[config.mk]
export PLATFORM = sky130hd
export DESIGN_NAME = fpnew_lane_iter_div_flat
export DESIGN_NICKNAME = d
export VERILOG_FILES = /design/src/rtl/fpnew_lane_iter_div_if.sv /design/src/rtl/fpnew_lane_iter_div.sv /design/src/flat_wrapper.sv
export SDC_FILE = /design/constraint.sdc
export NUM_CORES = 1
export LEC_CHECK = 0
export ABC_CLOCK_PERIOD_IN_PS = 2700
export BUFFER_PORTS_ARGS = -buffer_cell sky130_fd_sc_hd__clkbuf_2
export CAP_MARGIN = 10
export CORE_UTILIZATION = 35
export DETAILED_ROUTE_END_ITERATION = 10
export MAX_ROUTING_LAYER = met4
export PLACE_DENSITY = 0.66
export SYNTH_ARGS = -nofsm -noshare
export SYNTH_HDL_FRONTEND = slang
export SYNTH_SLANG_ARGS = --single-unit
[constraint.sdc]
create_clock -name clk_i -period 2.7 [get_ports clk_i]
set_clock_uncertainty 0.05 [all_clocks]
set_input_delay 0.135 -clock clk_i [delete_from_list [all_inputs] [get_ports clk_i]]
set_output_delay 0.135 -clock clk_i [all_outputs]
set_load 0.02 [all_outputs]
[src/rtl/fpnew_lane_iter_div_if.sv]
// fpnew_lane_iter_div_if: aux-FSM to lane handshake plus divider operands and results.
interface fpnew_lane_iter_div_if #(parameter int Width = 24);
  logic             fsm_start_i;
  logic             lane_active_i;
  logic [Width-1:0] dividend_i;
  logic [Width-1:0] divisor_i;
  logic             flush_i;
  logic             fsm_ready_o;
  logic [Width-1:0] quotient_o;
  logic [Width-1:0] remainder_o;
  logic             div_by_zero_o;
  logic             busy_o;
  modport master (
    output fsm_start_i, lane_active_i, dividend_i, divisor_i, flush_i,
    input  fsm_ready_o, quotient_o, remainder_o, div_by_zero_o, busy_o
  );
  modport slave (
    input  fsm_start_i, lane_active_i, dividend_i, divisor_i, flush_i,
    output fsm_ready_o, quotient_o, remainder_o, div_by_zero_o, busy_o
  );
endinterface

[src/rtl/fpnew_lane_iter_div.sv]
// fpnew_lane_iter_div: lane responder doing unsigned radix-2 restoring division, one quotient bit per cycle.
module fpnew_lane_iter_div #(
  parameter int Width = 24
) (
  input logic                    clk_i,
  input logic                    rst_ni,
  fpnew_lane_iter_div_if.slave   bus
);
  localparam int CW = $clog2(Width);
  typedef enum logic [1:0] {IDLE = 2'd0, RUN = 2'd1, DONE = 2'd2} state_t;
  state_t           state_q, state_d;
  logic [Width-1:0] q_q, q_d, r_q, r_d, d_q, d_d, diff;
  logic [CW-1:0]    cnt_q, cnt_d;
  logic             dbz_q, dbz_d, ge;
  logic [Width:0]   t;
  always_ff @(posedge clk_i or negedge rst_ni) begin
    if (!rst_ni) begin
      state_q <= IDLE;
      q_q     <= '0;
      r_q     <= '0;
      d_q     <= '0;
      cnt_q   <= '0;
      dbz_q   <= 1'b0;
    end else begin
      state_q <= state_d;
      q_q     <= q_d;
      r_q     <= r_d;
      d_q     <= d_d;
      cnt_q   <= cnt_d;
      dbz_q   <= dbz_d;
    end
  end
  // t - D fits in Width bits whenever t >= D, so the low bits suffice
  always_comb begin
    t       = {r_q, q_q[Width-1]};
    ge      = t >= {1'b0, d_q};
    diff    = t[Width-1:0] - d_q;
    state_d = state_q;
    q_d     = q_q;
    r_d     = r_q;
    d_d     = d_q;
    cnt_d   = cnt_q;
    dbz_d   = dbz_q;
    if (bus.flush_i) begin
      state_d = IDLE;
      q_d     = '0;
      r_d     = '0;
      cnt_d   = '0;
      dbz_d   = 1'b0;
    end else if (bus.fsm_start_i) begin
      if (!bus.lane_active_i) begin
        state_d = DONE;
        q_d     = '0;
        r_d     = '0;
        dbz_d   = 1'b0;
      end else if (bus.divisor_i == '0) begin
        state_d = DONE;
        q_d     = '1;
        r_d     = bus.dividend_i;
        dbz_d   = 1'b1;
      end else begin
        state_d = RUN;
        q_d     = bus.dividend_i;
        r_d     = '0;
        d_d     = bus.divisor_i;
        cnt_d   = CW'(Width - 1);
        dbz_d   = 1'b0;
      end
    end else if (state_q == RUN) begin
      q_d     = {q_q[Width-2:0], ge};
      r_d     = ge ? diff : t[Width-1:0];
      state_d = (cnt_q == '0) ? DONE : RUN;
      cnt_d   = (cnt_q == '0) ? cnt_q : cnt_q - 1'b1;
    end else if (state_q != IDLE && state_q != DONE) begin
      state_d = IDLE;
    end
  end
  assign bus.fsm_ready_o   = (state_q != RUN);
  assign bus.busy_o        = (state_q == RUN);
  assign bus.quotient_o    = q_q;
  assign bus.remainder_o   = r_q;
  assign bus.div_by_zero_o = dbz_q;
endmodule

[src/flat_wrapper.sv]
// flat-port wrapper written by rule: the top's interface ports become plain ports
module fpnew_lane_iter_div_flat 
#(
  parameter int Width = 24
)
  (clk_i, rst_ni, bus_fsm_start_i, bus_lane_active_i, bus_dividend_i, bus_divisor_i, bus_flush_i, bus_fsm_ready_o, bus_quotient_o, bus_remainder_o, bus_div_by_zero_o, bus_busy_o);
  fpnew_lane_iter_div_if #(.Width(Width)) bus_i ();
  input logic clk_i;
  input logic rst_ni;
  input wire logic [$bits(bus_i.fsm_start_i)-1:0] bus_fsm_start_i;
  input wire logic [$bits(bus_i.lane_active_i)-1:0] bus_lane_active_i;
  input wire logic [$bits(bus_i.dividend_i)-1:0] bus_dividend_i;
  input wire logic [$bits(bus_i.divisor_i)-1:0] bus_divisor_i;
  input wire logic [$bits(bus_i.flush_i)-1:0] bus_flush_i;
  output wire logic [$bits(bus_i.fsm_ready_o)-1:0] bus_fsm_ready_o;
  output wire logic [$bits(bus_i.quotient_o)-1:0] bus_quotient_o;
  output wire logic [$bits(bus_i.remainder_o)-1:0] bus_remainder_o;
  output wire logic [$bits(bus_i.div_by_zero_o)-1:0] bus_div_by_zero_o;
  output wire logic [$bits(bus_i.busy_o)-1:0] bus_busy_o;
  assign bus_i.fsm_start_i = bus_fsm_start_i;
  assign bus_i.lane_active_i = bus_lane_active_i;
  assign bus_i.dividend_i = bus_dividend_i;
  assign bus_i.divisor_i = bus_divisor_i;
  assign bus_i.flush_i = bus_flush_i;
  assign bus_fsm_ready_o = bus_i.fsm_ready_o;
  assign bus_quotient_o = bus_i.quotient_o;
  assign bus_remainder_o = bus_i.remainder_o;
  assign bus_div_by_zero_o = bus_i.div_by_zero_o;
  assign bus_busy_o = bus_i.busy_o;
  fpnew_lane_iter_div #(.Width(Width)) u_core (.clk_i(clk_i), .rst_ni(rst_ni), .bus(bus_i));
endmodule
==> metrics.cfg <==
[placed_design]
gp_congestion = 0.939
io_buffer_count = 103
dp_slack_ns = 0.0514
placed_cell_area_um2 = 6180
dpl.cell_count = 880
hpwlAfterDp_um = 11500

[setup_path]
critPathSlowestCell = dfrtp_1
slowest_delay_ns = 0.36
cp_cell_sequence = inv_1 > ha_4 > nand2b_4 > a211oi_4 > o21ai_2 > a31o_1 > o21ai_2 > a31oi_4 > buf_12 > a2111oi_2 > nor2_1
worstSetupPathType = flip-flop to flip-flop
cp_num_buf_inv = 2
crit_top_cell = o21ai_2
cp.arrival_ns = 2.79
cp_max_fo = 11
end_kind = flip-flop
critical_path_required_ns = 2.88
cp-start-kind = flip-flop
cp_top_family = compound AO/OA/AOI/OAI gates

[die]
dieHeight_um = 124
io_pins = 104
die_x_um = 124
core_region_area_um2 = 14500
dieArea_um2 = 15300
start_util = 0.357
rows = 44

[finish]
instances_no_fill = 912
final_cell_mix = clkbuf_2 (102), dfrtp_1 (80), nor2_1 (53)
antennaDiodeCount = 0
drive_gt1_frac = 0.301
regArea_um2 = 2000
multi_input_area_um2 = 3030
num-fill-cells = 1425
nets = 802
fin_area_um2 = 6770
area_growth_pct = 30.9
final_common_cell = clkbuf_2

[global_route]
grt_usage = 0.208
grt_antenna_before_repair = 0
grt_pass1_wl_um = 23500
grt_pass1_vias = 4395
overflow = 0
grt_max_degree = 81

[clock_tree]
clk_latency_ns = 0.35
cts.sinks = 80
clk_pin_slew_ns = 0.07
cts_max_path_buffers = 2
htree_levels = 3
cts_root_buf = clkbuf_16
cts_tree = yes
numCtsBuffers = 9

[status]
status = complete, but fails checks
violations = hold timing

[synthesis]
synth_fa_ha_area_frac = 0.0644
synth.distinct_cells = 57
synth_compound_area_frac = 0.220
avgSynthCellArea_um2 = 8.95
synth_top_area_cell = dfrtp_1
yosysTopAreaCellShare = 0.387
synth_area_um2 = 5170
synth_cells = 578
synth_edf_count = 0
synth_flop_cell = dfrtp_1
synthSimpleGateAreaFrac = 0.146
yosysSeqAreaShare = 0.387
async_reset_ff_frac = 1.00
synth_area_leaders = dfrtp_1 (39%), ha_1 (6.0%), mux2_2 (5.2%), mux2i_1 (4.1%), o21ai_0 (4.1%)
synthXorXnorAreaFrac = 0.0356
yosysWarnings = 0
ys_ff_latch = 80
synth_fp_nets = 657
synth_mux_area_frac = 0.0958
synth_top_family_by_area = compound AO/OA/AOI/OAI gates

[timing]
finalWorstSetupSlack_ns = 0.0881
relSlewSlack = 0.303
hold_violations = 2
drv_slew = 0
min_period_ns = 2.61
setup_viol = 0
post-route-period-util = 0.967
fmax_mhz = 383
max_slew.worst_pin.slew_ns = 1.05
holdWs_ns = -0.00137
fin_tns_setup_ns = 0
rsz0062_at_grt = yes

[detailed_routing]
post_drt_wl_per_cell_um = 16.6
num_vias = 4858
route.detailed.drc = 0
drtIter0Drc = 466
firstDrtPassIters = 5
finalWirelength_um = 15200
vias_per_cell = 5.33
postRouteAntennaNets = 0

[hold_path]
worstHoldPathType = input pin to flip-flop

[power]
max-vdd-ir-drop_v = 0.000409
power.density_nw_per_um2 = 595
power.leakage_nw = 3.34

[job]
drv_cap = 0

[kinds of logic after synthesis]
group                    Yosys count
AO/OA/AOI/OAI                    181
AND/OR/NAND/NOR                  161
adder cells (fa/ha/maj)           26
flip-flops                        80
XOR/XNOR                          21
buffers and inverters             63
multiplexers                      46
[cells in the mapped netlist (7+ instances only)]
master	n
o22ai_1	11
and2_1	9
nand2_1	49
a31oi_1	25
nor4_1	10
o21ai_0	42
xnor2_1	14
inv_1	35
ha_1	25
dfrtp_1	80
a22oi_1	10
a21oi_1	34
nand2b_1	8
o21ai_1	16
xor2_1	7
mux2i_1	21
mux2_2	24
clkbuf_1	22
nor2_1	54
[power breakdown]
group	total, mW	switching [mW]	internal [mW]	leakage [nW]
Combinational	1.20	0.669	0.534	2.15
Clock	1.41	0.511	0.901	0.162
Sequential	1.41	0.0883	1.33	1.02
Total	4.03	1.27	2.76	3.34
[worst paths after layout]
| path | from | depth (start not counted) | slack (ns) | end |
|---|---|---|---|---|
| max reg2reg | u_core.d_q[1]$_DFFE_PN0P_ | 11 | 0.09 | u_core.bus.remainder_o[21]$_DFFE_PN0P_ |
| min in group asynchronous | rst_ni | 2 | 0.45 | u_core.cnt_q[0]$_DFFE_PN0P_ |
| min reg2reg | u_core.bus.div_by_zero_o$_DFFE_PN0P_ | 2 | 0.44 | u_core.bus.div_by_zero_o$_DFFE_PN0P_ |
| min | bus_divisor_i[7] | 2 | -0.001 | u_core.d_q[7]$_DFFE_PN0P_ |
| max | u_core.d_q[1]$_DFFE_PN0P_ | 11 | 0.09 | u_core.bus.remainder_o[21]$_DFFE_PN0P_ |
| max in group asynchronous | rst_ni | 2 | 1.45 | u_core.d_q[23]$_DFFE_PN0P_ |
[per-stage QoR]
| stage | power, mW | utilization | hold slack (ns) |
|---|---|---|---|
| 6_report | 4.03 | 0.467 | -0.00137 |
| 3_5_place_dp | 2.55 | 0.427 | 0.339 |
| 4_1_cts | 3.98 | 0.460 | 0.000859 |
| 2_1_floorplan | 2.18 | - | -0.211 |
| 5_1_grt | 4.23 | 0.467 | 0.00392 |
| 3_3_place_gp | 2.54 | 0.427 | 0.338 |
[routing by layer]
metal	routed length (um)	global-route usage	share of wire	up-vias
met3	825	0.0258	0.054	24
met1	7570	0.306	0.50	2291
li1	-	-	-	2381
met2	6540	0.295	0.43	162
met5	0	-	0	-
met4	221	0.0633	0.015	0
[what timing repair did]
action / CTS / global route
endpoints found under the setup margin: 0 / 22
resized for setup: 0 / 18
hold buffers: 15 / 0
endpoints found under the hold margin: 94 / 0
buffers inserted: 0 / 1
[registers in the layout, indices dropped and copies added, names as in the netlist]
| register | flops |
|---|---|
| u_core.state_q | 2 |
| u_core.bus.quotient_o | 24 |
| u_core.d_q | 24 |
| u_core.bus.remainder_o | 24 |
| u_core.bus.div_by_zero_o | 1 |
| u_core.cnt_q | 5 |
[area by class of cell]
| class | instances | share of cell area |
|---|---|---|
| repair buffers | 162 | 0.153 |
| well taps | 184 | 0.0340 |
| inverters | 35 | 0.0194 |
| multi-input cells | 435 | 0.448 |
| clock inverters | 6 | 0.0159 |
| flip-flops and latches | 80 | 0.296 |
| clock buffers | 10 | 0.0338 |
Power figures use the tool's default switching activity.
